### src/rtl/wb_instr_loader.sv
// Wishbone initiator that streams a byte-wide program image into instruction
// memory, one single-beat write per byte at an auto-incrementing word address.
module wb_instr_loader #(
  parameter logic [31:0] BASE_ADDR = 32'h3000_0000,
  parameter int unsigned TIMEOUT   = 16
) (
  input  logic        clock,
  input  logic        reset,
  input  logic        start,
  input  logic [8:0]  load_len,
  input  logic        byte_valid,
  input  logic [7:0]  byte_data,
  output logic        byte_ready,
  output logic        busy,
  output logic        done,
  output logic        error,
  output logic        wbm_cyc_o,
  output logic        wbm_stb_o,
  output logic        wbm_we_o,
  output logic [3:0]  wbm_sel_o,
  output logic [31:0] wbm_adr_o,
  output logic [31:0] wbm_dat_o,
  input  logic        wbm_ack_i
);

  localparam int unsigned IDX_W = 9;
  localparam int unsigned TMO_W = (TIMEOUT < 2) ? 1 : $clog2(TIMEOUT);
  localparam logic [TMO_W-1:0] TMO_LAST = TMO_W'(TIMEOUT - 1);

  typedef enum logic [1:0] {
    IDLE     = 2'd0,
    LOAD     = 2'd1,
    WAIT_ACK = 2'd2,
    FINISH   = 2'd3
  } state_t;

  state_t            state_q, state_d;
  logic [IDX_W-1:0]  len_q, len_d;
  logic [IDX_W-1:0]  idx_q, idx_d;
  logic [IDX_W-1:0]  idx_inc;
  logic [TMO_W-1:0]  tmo_q, tmo_d;
  logic              cyc_q, cyc_d;
  logic              stb_q, stb_d;
  logic              we_q, we_d;
  logic [3:0]        sel_q, sel_d;
  logic [31:0]       adr_q, adr_d;
  logic [31:0]       dat_q, dat_d;
  logic              error_q, error_d;
  logic              done_q, done_d;

  assign idx_inc = IDX_W'(idx_q + IDX_W'(1));

  // Next-state and next-output logic for the load sequencer
  always_comb begin
    state_d = state_q;
    len_d   = len_q;
    idx_d   = idx_q;
    tmo_d   = tmo_q;
    cyc_d   = cyc_q;
    stb_d   = stb_q;
    we_d    = we_q;
    sel_d   = sel_q;
    adr_d   = adr_q;
    dat_d   = dat_q;
    error_d = error_q;
    done_d  = 1'b0;

    case (state_q)
      IDLE: begin
        if (start) begin
          error_d = 1'b0;
          len_d   = load_len;
          idx_d   = '0;
          if (load_len == '0) begin
            state_d = FINISH;
            done_d  = 1'b1;
          end else begin
            state_d = LOAD;
          end
        end
      end

      LOAD: begin
        if (byte_valid) begin
          cyc_d   = 1'b1;
          stb_d   = 1'b1;
          we_d    = 1'b1;
          sel_d   = 4'b0001;
          adr_d   = BASE_ADDR + 32'({idx_q, 2'b00});
          dat_d   = {24'd0, byte_data};
          tmo_d   = '0;
          state_d = WAIT_ACK;
        end
      end

      WAIT_ACK: begin
        if (wbm_ack_i) begin
          // ack takes priority over a coincident timeout
          cyc_d = 1'b0;
          stb_d = 1'b0;
          we_d  = 1'b0;
          sel_d = 4'b0000;
          idx_d = idx_inc;
          if (idx_inc == len_q) begin
            state_d = FINISH;
            done_d  = 1'b1;
          end else begin
            state_d = LOAD;
          end
        end else if (tmo_q == TMO_LAST) begin
          cyc_d   = 1'b0;
          stb_d   = 1'b0;
          we_d    = 1'b0;
          sel_d   = 4'b0000;
          error_d = 1'b1;
          state_d = IDLE;
        end else begin
          tmo_d = TMO_W'(tmo_q + TMO_W'(1));
        end
      end

      FINISH: begin
        state_d = IDLE;
      end

      default: begin
        state_d = IDLE;
      end
    endcase
  end

  // State and output registers with synchronous reset
  always_ff @(posedge clock) begin
    if (reset) begin
      state_q <= IDLE;
      len_q   <= '0;
      idx_q   <= '0;
      tmo_q   <= '0;
      cyc_q   <= 1'b0;
      stb_q   <= 1'b0;
      we_q    <= 1'b0;
      sel_q   <= '0;
      adr_q   <= '0;
      dat_q   <= '0;
      error_q <= 1'b0;
      done_q  <= 1'b0;
    end else begin
      state_q <= state_d;
      len_q   <= len_d;
      idx_q   <= idx_d;
      tmo_q   <= tmo_d;
      cyc_q   <= cyc_d;
      stb_q   <= stb_d;
      we_q    <= we_d;
      sel_q   <= sel_d;
      adr_q   <= adr_d;
      dat_q   <= dat_d;
      error_q <= error_d;
      done_q  <= done_d;
    end
  end

  // Handshake and status decoded directly from the state register
  assign byte_ready = (state_q == LOAD);
  assign busy       = (state_q == LOAD) || (state_q == WAIT_ACK);

  assign done      = done_q;
  assign error     = error_q;
  assign wbm_cyc_o = cyc_q;
  assign wbm_stb_o = stb_q;
  assign wbm_we_o  = we_q;
  assign wbm_sel_o = sel_q;
  assign wbm_adr_o = adr_q;
  assign wbm_dat_o = dat_q;

endmodule

### config.mk
export PLATFORM = sky130hd
export DESIGN_NAME = wb_instr_loader
export DESIGN_NICKNAME = d
export VERILOG_FILES = /design/src/rtl/wb_instr_loader.sv
export SDC_FILE = /design/constraint.sdc
export NUM_CORES = 1
export LEC_CHECK = 0
export ABC_CLOCK_PERIOD_IN_PS = 1900
export BUFFER_PORTS_ARGS = -buffer_cell sky130_fd_sc_hd__buf_2
export CORE_MARGIN = 2
export CORE_UTILIZATION = 44
export CTS_CLUSTER_DIAMETER = 80
export DETAILED_ROUTE_END_ITERATION = 10
export GPL_ROUTABILITY_DRIVEN = 0
export PLACE_DENSITY = 0.76
export SKIP_LAST_GASP = 1
export SLEW_MARGIN = 20
export SYNTH_ARGS = -nofsm -noshare
export SYNTH_HDL_FRONTEND = slang
export SYNTH_SLANG_ARGS = --single-unit
### constraint.sdc
create_clock -name clock -period 1.9 [get_ports clock]
set_input_delay 0.38 -clock clock [delete_from_list [all_inputs] [get_ports clock]]
set_output_delay 0.38 -clock clock [all_outputs]
set_load 0.02 [all_outputs]
---- Word-level counts from Yosys, hierarchy flattened ----
Cells that the tools add are included.
word-level totals
  register bits after elaboration ......... 71
  latch bits .............................. 0
  RAM bits ................................ 0
  ROM bits ................................ 0
  input port bits ......................... 22
  output and inout port bits .............. 75
  word-level logic and storage cells ...... 68
  memories kept ........................... 0
cells by class
  add/subtract/negate cells ............... 3
  multipliers ............................. 0
  divide/modulo/power cells ............... 0
  magnitude comparators ................... 0
  eq/ne operators ......................... 12
  shift-type cells ........................ 0
  mux-type cells .......................... 31
  bitwise gates (word level) .............. 0
  reduce and logical (&&, ||, !) cells .... 12
operator list
  operator                                             number
  adder 30 x 11 -> 31 bit, first input constant        1
  2-to-1 mux 4 bit                                     6
  2-to-1 mux 9 bit                                     2
  case mux 9 bit (2 select lines)                      1
  case mux 4 bit (2 select lines)                      2
  2-to-1 mux 2 bit                                     6
  inequality test 2 bit, second input constant         6
  2-to-1 mux 1 bit                                     10
  adder 9 x 1 -> 9 bit, second input constant          1
  equality test 9 bit                                  1
  logical NOT 9 bit                                    1
  AND reduction 3 bit                                  3
  case mux 2 bit (4 select lines)                      1
  AND reduction 4 bit                                  2
  case mux 1 bit (2 select lines)                      3
  adder 4 x 1 -> 4 bit, second input constant          1
  equality test 2 bit, second input constant           2
  equality test 4 bit, second input constant           1
  AND reduction 2 bit                                  2
  nonzero test 2 bit                                   2
  inequality test 3 bit, second input constant         1
  equality test 2 x 1 -> 1 bit, second input constant  1
  logical NOT 2 bit                                    1
  logical OR 1 bit                                     1

---- Logic depth before layout (Yosys ltp) ----
  word-level depth ........................ 5
  mapped depth ............................ 8
  gate-level depth less buffers ........... 8

---- Least setup slack after synthesis ----
OpenSTA, ideal clock, no wires.
  path kind ............................... reg-to-reg
  start ................................... reg idx_q[0]
  end ..................................... reg done_q, in the netlist done
  setup time .............................. 0.073 ns
  arrival time ............................ 1.842 ns
  required time ........................... 1.827 ns
  slack ................................... -0.016 ns
  cell stages (with the launch flop) ...... 8
  path buffers ............................ 0
  period minus slack after synthesis ...... 1.916 ns
  cells stage by stage .................... dfxtp_1 -> ha_1 -> xor3_1 -> nor4_2 -> o211ai_1 -> nand4b_1 -> o32a_1 -> nor3_2
on the way
  word-level cells in the longest chain between the ends .. 5
RTL lines
  item                             line  source
  start: declaration               39    logic [IDX_W-1:0] idx_q, idx_d;
  start signal: assignment         150   idx_q <= idx_d;
  adder 9 x 1 -> 9 bit             51    assign idx_inc = IDX_W'(idx_q + IDX_W'(1));
  equality test 9 bit              104   if (idx_inc == len_q) begin
  2-to-1 mux 1 bit                 104
  2-to-1 mux 1 bit                 97    if (wbm_ack_i) begin
  case mux 1 bit (2 select lines)  68    case (state_q)
  end signal: assignment           159   done_q <= done_d;
  end: declaration                 49    logic done_q, done_d;
Every way passes these cells.
A chain may end at the register's enable or synchronous reset.

---- Final worst setup path ----
  start ................................... reg idx_q[2]
  end ..................................... reg done_q, in the netlist done
The elaborated chain is that of the path after synthesis.

==> results.toml <==
[grt]
track_usage_pct = 17.3
grt_pass1_vias = 1902
grt_remaining_overflow = 0
antenna_found_initial = 0
grt_pass1_wl_mm = 8.78
grt_max_degree = 19

[setup_path]
required_ns = 2.14
crit_start = "idx_q[2]"
rrSetupSlack_ns = 0.002
start_kind = "register"
crit_fanout = 4
reg2reg_from = "idx_q[2]"
critPathKind = "register to register"
arrival_ns = 2.14
endpoint_kind = "register"

[power_and_ir_drop]
power_frac_seq_pct = 36.9
clkPwrFrac_pct = 19.4
power.net_switching_mw = 1.29
p_per_area_nw_per_um2 = 1070
p_int_mw = 1.76
ir_worst_vdd_v = 0.000493
p_comb_share_pct = 43.7
switching_share_pct = 42.3
p_leak_nw = 1.27

[floorplan]
core-area_um2 = 5540
initial_core_util_pct = 46.0
die-width_um = 80.1
rows = 27
die_area_um2 = 6410
die_y_um = 80.1
io_pins = 97

[worst_hold_path]
hold_start = "byte_data[3]"
hold_class = "input port to register"

[clocking]
clock_latency_ns = 0.30
htreeDepth = 2
path_clk_slew_ns = 0.09
cts_tree = "built"
numCtsBuffers = 5
postCtsSetupBuffers = 0
root_buffer = "clkbuf_8"
clock-sinks = 45
clock_path_buffers = 2
postCtsHoldBufs = 0

[finish]
finalNonFillerCells = 457
fillers = 558
diodes = 0
drive_gt1_share_pct = 21.3
nNetsFinal = 412
area_delta_synth_final_pct = 11.6
ff_latch_area_um2 = 905
multi_input_area_um2 = 1390
design_area_um2 = 2840

[timing]
hold_violations = 0
holdWs_ns = 0.304
min_period_over_period_pct = 99.9
setup_viol = 0
timing.fmax_ghz = 0.527
final.setup.tns_ns = 0
worst_pin_slew_ns = 0.551
relSlewSlack_pct = 63.2
finalCriticalPeriod_ns = 1.90
slew_violations = 0
skew_ns = 0.00598
grt_setup_unrepaired = "yes"

[synth]
ys.flop_type = "dfxtp_1"
ys_ff_latch = 45
ys_warn_count = 0
synth_area_leader_cell = "dfxtp_1"
async_reset_ff_share_pct = 0
synthTopCellsByArea = "dfxtp_1, buf_4, nand2_1"
netlist_area_um2 = 2550
syn_area_per_cell_um2 = 7.65
synth-edff-count = 0
yosysTopAreaCellShare_pct = 35.4
yosys.cell_types.count = 41
seq_area_frac_synth_pct = 35.4
synthCells = 333

[status]
status = "completed"

[detailed_routing]
wl_met2_mm = 2.78
top_layer = "met4"
met3_length_um = 273
vias = 2204
final_antenna_net_count = 0
wirelength_mm = 5.55
wl_met1_mm = 2.42
drt_iter0_drc = 207
drc = 0
wire_per_inst_um = 12.2
viasPerCell = 4.82
drt-pass1-iter-count = 4

[placed_design]
port_buffers = 48
hpwlAfterDp_mm = 4.26
dp.cells = 449
placed_area_um2 = 2730

[flow_run]
drv_cap = 0
==> state kept, by name, summed over array words and instances (netlist names) <==
signal / cells
wbm_sel_o: 1
wbm_dat_o: 8
idx_q: 9
tmo_q: 4
done: 1
len_q: 9
error: 1
wbm_adr_o: 10
state_q: 2
==> final timing paths <==
| path | end | cells after the start |
|---|---|---|
| setup / recovery | done | 6 |
| hold / removal | wbm_dat_o[3] | 3 |
| setup reg to reg | done | 6 |
| hold reg to reg | wbm_dat_o[5] | 2 |
==> critical path, cell delays in order (launching register included) <==
cell and delay [ns]:
dfxtp_2 0.36, xor3_1 0.42, nor4_2 0.26, o211ai_1 0.14, nand4b_1 0.20, o32a_1 0.37, nor3_2 0.09
==> cells in the mapped netlist (2+ instances only) <==
master / count
nand2_1: 65
buf_4: 52
dfxtp_1: 45
a21oi_1: 36
nor2_1: 28
clkbuf_1: 13
o21ai_0: 9
nand3_1: 8
nor3_1: 8
ha_1: 6
xor2_1: 6
xnor2_1: 5
inv_1: 4
nand2b_1: 4
nor2b_1: 4
a21o_1: 3
a22oi_1: 3
nor4_1: 3
or3_1: 3
a32oi_1: 2
and2_1: 2
buf_1: 2
mux2i_1: 2
nand4_1: 2
o21a_1: 2
==> final cells by class <==
cell class,count,share of cell area [%]
inverter,4,0.528
clock buffer,6,2.55
multi-input combinational,264,48.7
tap,72,3.17
timing repair buffer,64,12.7
sequential,45,31.8
clock inverter,2,0.528
==> placed cells by master (no fill, tap or decap), types with 4 or more instances in the layout <==
master | synthesis | layout
xnor2_1 | 5 | 5
o21ai_0 | 9 | 8
nand2b_1 | 4 | 4
a21oi_1 | 36 | 36
nor3_1 | 8 | 7
nor2_1 | 28 | 28
nor2b_1 | 4 | 4
inv_1 | 4 | 4
nand2_1 | 65 | 65
dfxtp_1 | 45 | 42
xor2_1 | 6 | 6
nand3_1 | 8 | 7
buf_4 | 52 | 16
conb_1 | 1 | 48
buf_2 | 0 | 48
ha_1 | 6 | 4
clkbuf_8 | 0 | 5
==> power groups by stage <==
stage          Sequential (mW)  Clock [mW]  Combinational, mW
2_1_floorplan             1.18           0              0.994
3_3_place_gp              1.14           0               1.27
3_5_place_dp              1.15           0               1.30
4_1_cts                   1.13       0.607               1.32
5_1_grt                   1.14       0.638               1.47
6_report                  1.12       0.593               1.33
==> metrics by stage <==
| stage | util, % | worst slack, ns | total power [mW] |
|---|---|---|---|
| after detailed placement | 49.3 | -0.0549 | 2.45 |
| after global placement | 49.3 | 0.0369 | 2.40 |
| after floorplan | - | 0.0433 | 2.18 |
| final | 51.3 | 0.00188 | 3.05 |
| after CTS | 51.2 | 0.00743 | 3.05 |
| after global routing | 51.3 | -0.110 | 3.25 |
==> timing repair <==
action,CTS,global route
gates resized for setup,4,3
pin swaps,0,1
setup endpoints to repair,2,4
==> layer usage <==
layer / GRT usage, % / vias up
met5: 0 / -
met4: 5.25 / 0
met3: 3.03 / 6
met2: 29.3 / 68
met1: 22.5 / 1018
li1: - / 1112
==> logic make-up (layout without fill, tap and decap cells) <==
kind of cell,Yosys count,after routing,synth area share (%)
compound gates,62,62,14.1
xor+xnor,12,12,4.71
fa+ha+maj,6,6,2.95
buf+inv,71,76,18.1
flops,45,45,35.4
mux,3,3,1.23
other cells,1,48,0.147
simple gates,133,133,23.4
(Power assumes the default switching activity.)
